## src/rtl/downtimer_pkg.sv

```systemverilog
// Shared types and constants for the downtimer interval timer.
// Optional build macro DOWNTIMER_TC_COUNT_EN enables the terminal-count tally width below.
package downtimer_pkg;

  typedef enum logic [1:0] {
    StIdle = 2'd0,
    StRun  = 2'd1,
    StHold = 2'd2
  } state_e;

  localparam logic ModeOneshot = 1'b0;
  localparam logic ModeReload  = 1'b1;

  localparam int unsigned TcCntWidth = 8;

  // Increment that sticks at all-ones instead of wrapping.
  function automatic logic [TcCntWidth-1:0] sat_inc(input logic [TcCntWidth-1:0] v);
    return (&v) ? v : v + 1'b1;
  endfunction

endpackage

```

## src/rtl/downtimer_if.sv

```systemverilog
// Control/status bundle for the downtimer; master drives controls, slave is the timer.
// Carries tc_cnt_o only when DOWNTIMER_TC_COUNT_EN is defined.
interface downtimer_if #(
  parameter int unsigned WIDTH     = 10,
  parameter int unsigned PRE_WIDTH = 4
);
  import downtimer_pkg::*;

  logic                 load_i;
  logic [WIDTH-1:0]     dat_i;
  logic                 start_i;
  logic                 stop_i;
  logic                 mode_i;
  logic [PRE_WIDTH-1:0] pre_i;
  logic [WIDTH-1:0]     cnt_o;
  logic                 tc_o;
  logic                 busy_o;
`ifdef DOWNTIMER_TC_COUNT_EN
  logic [TcCntWidth-1:0] tc_cnt_o;
`endif

  modport master (
    output load_i, dat_i, start_i, stop_i, mode_i, pre_i,
`ifdef DOWNTIMER_TC_COUNT_EN
    input  tc_cnt_o,
`endif
    input  cnt_o, tc_o, busy_o
  );

  modport slave (
    input  load_i, dat_i, start_i, stop_i, mode_i, pre_i,
`ifdef DOWNTIMER_TC_COUNT_EN
    output tc_cnt_o,
`endif
    output cnt_o, tc_o, busy_o
  );

endinterface

```

## src/rtl/downtimer_prescaler.sv

```systemverilog
// Prescaler for the downtimer: counts 0..pre_i while enabled and flags a tick at the top.
module downtimer_prescaler #(
  parameter int unsigned PRE_WIDTH = 4
) (
  input  logic                 clk_i,
  input  logic                 clr_i,
  input  logic                 en_i,
  input  logic                 clear_i,
  input  logic [PRE_WIDTH-1:0] pre_i,
  output logic                 tick_o
);

  logic [PRE_WIDTH-1:0] cnt_q, cnt_d;

  // >= rather than == so a divisor lowered below the current count still wraps.
  assign tick_o = en_i && (cnt_q >= pre_i);

  always_comb begin
    cnt_d = cnt_q;
    if (clear_i) begin
      cnt_d = '0;
    end else if (tick_o) begin
      cnt_d = '0;
    end else if (en_i) begin
      cnt_d = cnt_q + 1'b1;
    end
  end

  always_ff @(posedge clk_i or posedge clr_i) begin
    if (clr_i) begin
      cnt_q <= '0;
    end else begin
      cnt_q <= cnt_d;
    end
  end

endmodule

```

## src/rtl/downtimer.sv

```systemverilog
// Programmable down-counting interval timer with one-shot / auto-reload and a registered
// terminal-count pulse. Define DOWNTIMER_TC_COUNT_EN to add the saturating tc_cnt_o tally.
module downtimer
  import downtimer_pkg::*;
#(
  parameter int unsigned WIDTH     = 10,
  parameter int unsigned PRE_WIDTH = 4
) (
  input  logic        clk_i,
  input  logic        clr_i,
  downtimer_if.slave  bus
);

  state_e           state_q, state_d;
  logic [WIDTH-1:0] cnt_q, cnt_d;
  logic [WIDTH-1:0] rel_q;
  logic             tc_q, tc_d;
  logic             pre_en, pre_clear, tick;
  logic             launch;

  // Stop outranks start everywhere, including IDLE.
  assign launch    = (state_q == StIdle) && bus.start_i && !bus.stop_i;
  assign pre_en    = (state_q == StRun) && !bus.stop_i;
  assign pre_clear = launch;

  downtimer_prescaler #(
    .PRE_WIDTH (PRE_WIDTH)
  ) u_prescaler (
    .clk_i   (clk_i),
    .clr_i   (clr_i),
    .en_i    (pre_en),
    .clear_i (pre_clear),
    .pre_i   (bus.pre_i),
    .tick_o  (tick)
  );

  always_comb begin
    state_d = state_q;
    cnt_d   = cnt_q;
    tc_d    = 1'b0;
    unique case (state_q)
      StIdle: begin
        if (launch) begin
          state_d = StRun;
          cnt_d   = bus.load_i ? bus.dat_i : rel_q;
        end
      end
      StRun: begin
        if (bus.stop_i) begin
          state_d = StHold;
        end else if (tick) begin
          if (cnt_q != '0) begin
            cnt_d = cnt_q - WIDTH'(1);
          end else begin
            tc_d = 1'b1;
            if (bus.mode_i == ModeReload) begin
              cnt_d = rel_q;
            end else begin
              state_d = StIdle;
            end
          end
        end
      end
      StHold: begin
        if (bus.stop_i) begin
          state_d = StIdle;
        end else if (bus.start_i) begin
          state_d = StRun;
        end
      end
      default: state_d = StIdle;
    endcase
  end

  always_ff @(posedge clk_i or posedge clr_i) begin
    if (clr_i) begin
      state_q <= StIdle;
      cnt_q   <= '0;
      rel_q   <= '0;
      tc_q    <= 1'b0;
    end else begin
      state_q <= state_d;
      cnt_q   <= cnt_d;
      tc_q    <= tc_d;
      if (bus.load_i) begin
        rel_q <= bus.dat_i;
      end
    end
  end

  assign bus.cnt_o  = cnt_q;
  assign bus.tc_o   = tc_q;
  assign bus.busy_o = (state_q != StIdle);

`ifdef DOWNTIMER_TC_COUNT_EN
  logic [TcCntWidth-1:0] tc_cnt_q, tc_cnt_d;

  // Counts on tc_d so the tally moves in the same cycle tc_o rises.
  always_comb begin
    tc_cnt_d = tc_cnt_q;
    if (launch) begin
      tc_cnt_d = '0;
    end else if (tc_d) begin
      tc_cnt_d = sat_inc(tc_cnt_q);
    end
  end

  always_ff @(posedge clk_i or posedge clr_i) begin
    if (clr_i) begin
      tc_cnt_q <= '0;
    end else begin
      tc_cnt_q <= tc_cnt_d;
    end
  end

  assign bus.tc_cnt_o = tc_cnt_q;
`endif

endmodule

```

## src/flat_wrapper.sv

```systemverilog
// flat-port wrapper written by rule: the top's interface ports become plain ports
module downtimer_flat import downtimer_pkg::*;
#(
  parameter int unsigned WIDTH     = 10,
  parameter int unsigned PRE_WIDTH = 4
)
  (clk_i, clr_i, bus_load_i, bus_dat_i, bus_start_i, bus_stop_i, bus_mode_i, bus_pre_i, bus_cnt_o, bus_tc_o, bus_busy_o);
  downtimer_if #(.WIDTH(WIDTH), .PRE_WIDTH(PRE_WIDTH)) bus_i ();
  input  logic clk_i;
  input  logic clr_i;
  input wire logic [$bits(bus_i.load_i)-1:0] bus_load_i;
  input wire logic [$bits(bus_i.dat_i)-1:0] bus_dat_i;
  input wire logic [$bits(bus_i.start_i)-1:0] bus_start_i;
  input wire logic [$bits(bus_i.stop_i)-1:0] bus_stop_i;
  input wire logic [$bits(bus_i.mode_i)-1:0] bus_mode_i;
  input wire logic [$bits(bus_i.pre_i)-1:0] bus_pre_i;
  output wire logic [$bits(bus_i.cnt_o)-1:0] bus_cnt_o;
  output wire logic [$bits(bus_i.tc_o)-1:0] bus_tc_o;
  output wire logic [$bits(bus_i.busy_o)-1:0] bus_busy_o;
  assign bus_i.load_i = bus_load_i;
  assign bus_i.dat_i = bus_dat_i;
  assign bus_i.start_i = bus_start_i;
  assign bus_i.stop_i = bus_stop_i;
  assign bus_i.mode_i = bus_mode_i;
  assign bus_i.pre_i = bus_pre_i;
  assign bus_cnt_o = bus_i.cnt_o;
  assign bus_tc_o = bus_i.tc_o;
  assign bus_busy_o = bus_i.busy_o;
  downtimer #(.WIDTH(WIDTH), .PRE_WIDTH(PRE_WIDTH)) u_core (.clk_i(clk_i), .clr_i(clr_i), .bus(bus_i));
endmodule
```

## config.mk

```make
export PLATFORM = sky130hd
export DESIGN_NAME = downtimer_flat
export DESIGN_NICKNAME = d
export VERILOG_FILES = /design/src/rtl/downtimer_pkg.sv /design/src/rtl/downtimer_if.sv /design/src/rtl/downtimer_prescaler.sv /design/src/rtl/downtimer.sv /design/src/flat_wrapper.sv
export SDC_FILE = /design/constraint.sdc
export NUM_CORES = 1
export LEC_CHECK = 0
export CORE_UTILIZATION = 46
export CTS_CLUSTER_DIAMETER = 80
export CTS_CLUSTER_SIZE = 30
export DETAILED_ROUTE_END_ITERATION = 8
export GPL_TIMING_DRIVEN = 0
export HOLD_SLACK_MARGIN = 0.06
export PLACE_DENSITY = 0.78
export RECOVER_POWER = 25
export SKIP_LAST_GASP = 1
export SYNTH_ARGS = -nofsm -noshare
export SYNTH_HDL_FRONTEND = slang
export SYNTH_SLANG_ARGS = --single-unit
```

## constraint.sdc

```tcl
create_clock -name clk_i -period 2.07 [get_ports clk_i]
set_input_delay 0.414 -clock clk_i [delete_from_list [all_inputs] [get_ports clk_i]]
set_output_delay 0.414 -clock clk_i [all_outputs]
set_load 0.03 [all_outputs]
```

==> flow_summary.toml, run 1 <==
[floorplanning]
initial_utilization = 0.4887
die-area_um2 = 3845
row_count = 21
core-area_um2 = 3390
io_pins = 32
die_y_um = 62.01
die_width_um = 62.01

[sta]
rsz0062_at_grt = "true"
maxSlewHeadroom = 0.3303
min_period_over_period = 1.013
worst_slew_pin_slew_ns = 1.003
hold_violations = 0
setup_violations = 8
whs_ns = 0.5375
period_needed_ns = 2.096
skew_ns = 0.001756
drv_slew = 0
finalWorstSetupSlack_ns = -0.02617
clock.fmax_mhz = 477.1

[cts]
tritoncts = "yes"
clock_sinks = 27
insertion_delay_ns = 0.33
h-tree-depth = 1
cts-root-buf = "clkbuf_4"
clk_pin_slew_worst_paths_ns = 0.14
cts_made_buffers = 3
cts_buffer_depth = 2

[min_path]
worstHoldStart = "u_core.rel_q[4]"
holdPathStages = 1
hold_path_class = "reg2reg"
holdPathEnd = "u_core.rel_q[4]"

[yosys]
synth.largest_area_cell = "dfrtp_1"
synthXorXnorAreaFrac = 0.01057
synth_fp_nets = 196
synth_compound_area_frac = 0.1782
ys_warn_count = 0
synth_top_area_share = 0.4079
syn_area_um2 = 1657
synthSimpleGateAreaFrac = 0.1820
yosysMostFrequentCell = "dfrtp_1"
ys_seq_area_frac = 0.4079
synth_seq_cells = 27
avgSynthCellArea_um2 = 9.802
synth_fa_ha_area_frac = 0.05287
synth_flop_cell = "dfrtp_1"
synth.mux.area_fraction = 0.1254
ys_top_cells_by_area = "dfrtp_1, mux2_2, ha_1"
async_flop_share = 1.000
synth_edf_count = 0
synthCells = 169
synth_top_family_by_area = "simple AND/OR/NAND/NOR gates"
ys_types = 46
synth.top_cells.by_count = "dfrtp_1, nand2_1, nor2_1, inv_1, mux2_2"

[detailed_routing]
drt-total-wl_um = 4203
ant_nets = 0
viasPerCell = 5.713
post-route-drc-count = 0
wl_per_cell_um = 16.10
firstDrtPassIters = 4
drtIter0Drc = 125
vias = 1491

[pwr]
powerDensity_nw_per_um2 = 973.3
seq_power_share = 0.388
clkPwrFrac = 0.106
total_power_mw = 2.163
switching_power_uw = 908.3
pwr-share-comb = 0.506
internal-power_mw = 1.255
p_leak_nw = 0.9441
swShare = 0.4199
ir_drop_uv = 730.4

[global_routing]
grt_pass1_vias = 1460
grt_use_total = 0.2434
grt-ovfl-total = 0
grt_pass1_wl_um = 6706
antenna_found_initial = 0
grt_start_max_net_pins = 28

[critical_path]
r2r_start = "u_core.bus.cnt_o[0]"
r2r_cells = 7
cp_max_fo = 3
cp.required_ns = 2.30
r2r_end = "u_core.bus.cnt_o[8]"
crit_type = "reg2reg"
cp.arrival_ns = 2.33
crit_path_start_kind = "flip-flop"
reg2reg_slack_ns = -0.03
end_kind = "flip-flop"

[place]
gp_congestion = 0.9165
io_buffers = 31
post-dp-hpwl_um = 2998

[outcome]
violations = "setup timing"
status = "complete, but fails checks"

[layout]
diodes = 0
nets = 243
layout-area-overhead-vs-synth_pct = 34.14
drive_above_1_share = 0.1953

[job]
maxCapViolations = 0
## worst max path at each step
stage,from,end,slack [ns],depth (start not counted)
floorplan,u_core.bus.cnt_o[0],u_core.bus.cnt_o[7],0.01,8
global placement,bus_pre_i[0],u_core.bus.cnt_o[6],-0.48,7
detailed placement,bus_pre_i[0],u_core.bus.cnt_o[4],-0.56,8
CTS,u_core.bus.cnt_o[1],u_core.bus.cnt_o[7],-0.01,8
global route,u_core.bus.cnt_o[0],u_core.bus.cnt_o[4],-0.08,9
finish,u_core.bus.cnt_o[0],u_core.bus.cnt_o[8],-0.03,7
## layout make-up
cell class | instances | area [um2]
plain buffers | 5 | 28.78
fillers | 262 | 1167
inverters | 11 | 41.29
flip-flops and latches | 27 | 679.4
multi-input cells | 125 | 983.4
repair buffers | 43 | 405.4
clock buffers | 4 | 26.28
well taps | 46 | 57.56
## power by group through the flow
stage / clock (mW) / combinational (mW) / sequential [mW]
after floorplan: 0 / 0.445 / 0.943
final: 0.230 / 1.09 / 0.839
after global placement: 0 / 0.864 / 0.827
after global routing: 0.255 / 1.18 / 0.860
after CTS: 0.232 / 1.05 / 0.817
after detailed placement: 0 / 0.898 / 0.840
## worst max-delay path, stage by stage, from the launching register on
cell	delay, ns
dfrtp_2	0.45
inv_2	0.10
ha_4	0.13
or3b_4	0.40
nor4_4	0.35
o41ai_4	0.10
buf_4	0.17
mux2_1	0.31
## flip-flops by register name (all words and copies together) (netlist names)
name / count
u_core.bus.cnt_o: 10
u_core.rel_q: 10
u_core.u_prescaler.cnt_q: 4
u_core.state_q: 2
u_core.bus.tc_o: 1
## cells in the final DEF (no fill, tap or decap), types with 2 or more instances in the layout
cell,Yosys,routed
nor3_1,3,3
o21ai_1,3,3
nand2b_1,3,3
nor2_4,0,2
a21oi_2,0,2
inv_1,11,9
clkbuf_1,5,3
nand3_1,6,6
dfrtp_2,0,3
ha_1,7,6
dlygate4sd3_1,0,2
clkbuf_4,0,3
mux2i_1,5,5
a21oi_1,5,3
nand2_1,17,17
clkdlybuf4s50_1,0,27
nor2_1,16,13
o211ai_1,2,2
mux2_1,4,11
buf_4,0,11
o41ai_4,1,2
or4_4,2,2
dfrtp_1,27,24
or2_2,2,2
buf_6,1,2
a31oi_1,5,5
o21ai_0,9,9
mux2_2,10,2
clkbuf_2,0,2
inv_2,0,2
## per-layer routing
layer | part of all wire | global-route usage
met5 | 0 | 0
met4 | 0.034 | 0.1048
met3 | 0.053 | 0.04969
met2 | 0.49 | 0.3906
met1 | 0.42 | 0.3189
## repair_timing
action,CTS,global route
buffers inserted,9,2
cloned,1,0
resized for setup,13,11
endpoints found under the setup margin,12,12
pin swaps,7,1
hold buffers,0,0
## logic make-up after synthesis
| logic type | count (synthesis) |
|---|---|
| compound gates | 39 |
| simple gates | 58 |
| xor+xnor | 2 |
| fa+ha+maj | 7 |
| buf+inv | 17 |
| mux | 19 |
| flops | 27 |
## per-stage QoR
step	std cells	cell area [um2]	setup WS (ns)	setup TNS, ns	util
2_1_floorplan	169	1660	0.01148	0	-
3_3_place_gp	246	2028	-0.4833	-5.740	0.5984
3_5_place_dp	246	2028	-0.5581	-6.707	0.5984
4_1_cts	259	2176	-0.01048	-0.02526	0.6419
5_1_grt	261	2222	-0.07736	-0.5692	0.6556
6_report	261	2222	-0.02617	-0.1164	0.6556
Power figures use the tool's default switching activity.
==> inputs of run 2 (changes only) <==
--- a/config.mk
+++ b/config.mk
@@ -5,13 +5,13 @@
 export SDC_FILE = /design/constraint.sdc
 export NUM_CORES = 1
 export LEC_CHECK = 0
-export CORE_UTILIZATION = 46
+export CORE_UTILIZATION = 49
 export CTS_CLUSTER_DIAMETER = 80
 export CTS_CLUSTER_SIZE = 30
 export DETAILED_ROUTE_END_ITERATION = 8
 export GPL_TIMING_DRIVEN = 0
 export HOLD_SLACK_MARGIN = 0.06
-export PLACE_DENSITY = 0.78
+export PLACE_DENSITY = 0.79
 export RECOVER_POWER = 25
 export SKIP_LAST_GASP = 1
 export SYNTH_ARGS = -nofsm -noshare
==> constraint.sdc (replaced) <==
create_clock -name clk_i -period 2.66 [get_ports clk_i]
set_input_delay 0.532 -clock clk_i [delete_from_list [all_inputs] [get_ports clk_i]]
set_output_delay 0.532 -clock clk_i [all_outputs]
set_load 0.03 [all_outputs]
==> run 2 against run 1 <==
The run now ends clean. Routed wire length down 6.9%. Cell count down 5.0%. Sequential share of layout area up 2.4 points. Via count down 3.4%. Total power down 29%. Combinational power down 36%. Clock-buffer cell count down 1. Register-to-register slack better by 0.38 ns. Hold slack better by 0.0070 ns. Sequential cell count unchanged. Core utilization about the same. Critical path depth up 2. Critical path type unchanged. Critical endpoint is now u_core.bus.cnt_o[4]. Largest cell class unchanged.
==> flow_summary.toml, run 2 (synthesized netlist as in run 1, its figures left out) <==
[pwr]
switching_power_uw = 663.3
pwr-share-comb = 0.453
internal-power_uw = 872.7
powerDensity_nw_per_um2 = 748.6
ir_drop_uv = 519.0
clkPwrFrac = 0.127
total_power_mw = 1.536
swShare = 0.4319
p_leak_nw = 0.8580
seq_power_share = 0.420

[layout]
drive_above_1_share = 0.1078
final_cell_mix = "clkdlybuf4s50_1, dfrtp_1, nand2_1"
fin_util = 0.6560
layout-area-overhead-vs-synth_pct = 23.87
mostFrequentLayoutCell = "clkdlybuf4s50_1"
nets = 232
postLayoutCellArea_um2 = 2052
nFillCells = 260
diodes = 0

[floorplanning]
die_y_um = 60.15
row_count = 20
die-area_um2 = 3617
die_width_um = 60.15
core-area_um2 = 3128
initial_utilization = 0.5296
io_pins = 32

[critical_path]
cp.arrival_ns = 2.58
crit_chain = "inv_1 -> ha_1 -> or3b_1 -> clkbuf_1 -> nor4_4 -> o41ai_4 -> buf_6 -> a21oi_1 -> a31oi_1"
end_kind = "flip-flop"
cp-startpoint = "u_core.bus.cnt_o[0]"
crit_path_start_kind = "flip-flop"
crit_slowest_cell = "dfrtp_1"
cp.required_ns = 2.94
r2r_start = "u_core.bus.cnt_o[0]"
cp_max_fo = 10
reg2reg_slack_ns = 0.36
crit_type = "reg2reg"
slowest_delay_ns = 0.50

[detailed_routing]
post-route-drc-count = 0
drt-total-wl_um = 3911
drtIter0Drc = 49
vias = 1440
firstDrtPassIters = 4
wl_per_cell_um = 15.77
viasPerCell = 5.806
ant_nets = 0

[place]
place_area_um2 = 2022
gp_congestion = 0.9127
post-dp-hpwl_um = 2967
io_buffers = 31

[cts]
post-cts-setup-buffers = 0
clock_sinks = 27
cts_buffer_depth = 2
cts_made_buffers = 3
h-tree-depth = 1
postCtsHoldBufs = 0
clk_pin_slew_worst_paths_ns = 0.16
cts-root-buf = "clkbuf_4"
insertion_delay_ns = 0.34
tritoncts = "yes"
post_cts_resized = 0

[global_routing]
grt_use_total = 0.2454
grt_pass1_vias = 1449
grt_start_max_net_pins = 28
antenna_found_initial = 0
grt-ovfl-total = 0
grt_pass1_wl_um = 6596

[min_path]
hold_path_class = "reg2reg"
worstHoldStart = "u_core.rel_q[4]"

[sta]
worst_slew_pin_slew_ns = 1.038
rsz0062_at_grt = "false"
min_period_over_period = 0.8655
setup_violations = 0
drv_slew = 0
clock.fmax_mhz = 434.4
maxSlewHeadroom = 0.3073
skew_ns = 0.006008
hold_violations = 0
period_needed_ns = 2.302

[job]
maxCapViolations = 0

[outcome]
status = "finished clean"
-- run 2: cell types whose count changed in the layout (fill, tap and decap cells not counted), sizes merged --
cell and delta:
dlygate4sd2 -1, clkinvlp +1, dlymetal6s2s -1, dlygate4sd3 -1, clkdlybuf4s50 +3, buf -12
-- run 2: final timing paths --
kind | depth (start not counted) | endpoint
max | 9 | u_core.bus.cnt_o[4]
min | 1 | u_core.rel_q[4]
max reg2reg | 9 | u_core.bus.cnt_o[4]
min reg2reg | 1 | u_core.rel_q[4]
max in group asynchronous | 2 | u_core.bus.cnt_o[6]
min in group asynchronous | 2 | u_core.rel_q[8]
-- run 2: power by group through the flow --
stage               clock network (mW)  logic [mW]  registers, mW
floorplan                            0       0.345          0.730
global placement                     0       0.672          0.640
detailed placement                   0       0.691          0.649
CTS                              0.193       0.695          0.641
global route                     0.208       0.750          0.664
finish                           0.195       0.696          0.646
-- run 2: final cells by class --
class | count | area (um2) | share of cell area
sequential | 27 | 675.6 | 0.3293
multi-input combinational | 125 | 909.6 | 0.4433
clock buffer | 3 | 22.52 | 0.01098
buffer | 6 | 30.03 | 0.01463
timing repair buffer | 31 | 310.3 | 0.1512
tap | 44 | 55.05 | 0.02683
clock inverter | 1 | 7.507 | 0.003659
inverter | 11 | 41.29 | 0.02012
-- run 2: metal layers --
metal  share of wire  global-route usage  up-vias
li1                -                   -      686
met1            0.44              0.3100      695
met2            0.51              0.4380       55
met3           0.047             0.02165        4
met4          0.0074             0.07641        0
met5               0                   0        -
-- run 2: worst max-delay path, delay by kind of cell, from the launching register on --
family	cells	cell delay, ns
AOI/OAI and AO/OA	3	0.63
buffers and inverters	3	0.62
DFF	1	0.50
adders and majority gates	1	0.24
and+or+nand+nor	2	0.24
-- run 2: metrics by stage --
stage | hold slack [ns] | instances | setup slack, ns | setup TNS [ns]
after floorplan | 0.4743 | 169 | 0.4680 | 0
after global placement | 0.5027 | 244 | 0.01774 | 0
after detailed placement | 0.5130 | 244 | -0.01961 | -0.04397
after CTS | 0.5471 | 248 | 0.3411 | 0
after global routing | 0.5657 | 248 | 0.1522 | 0
final | 0.5445 | 248 | 0.3578 | 0
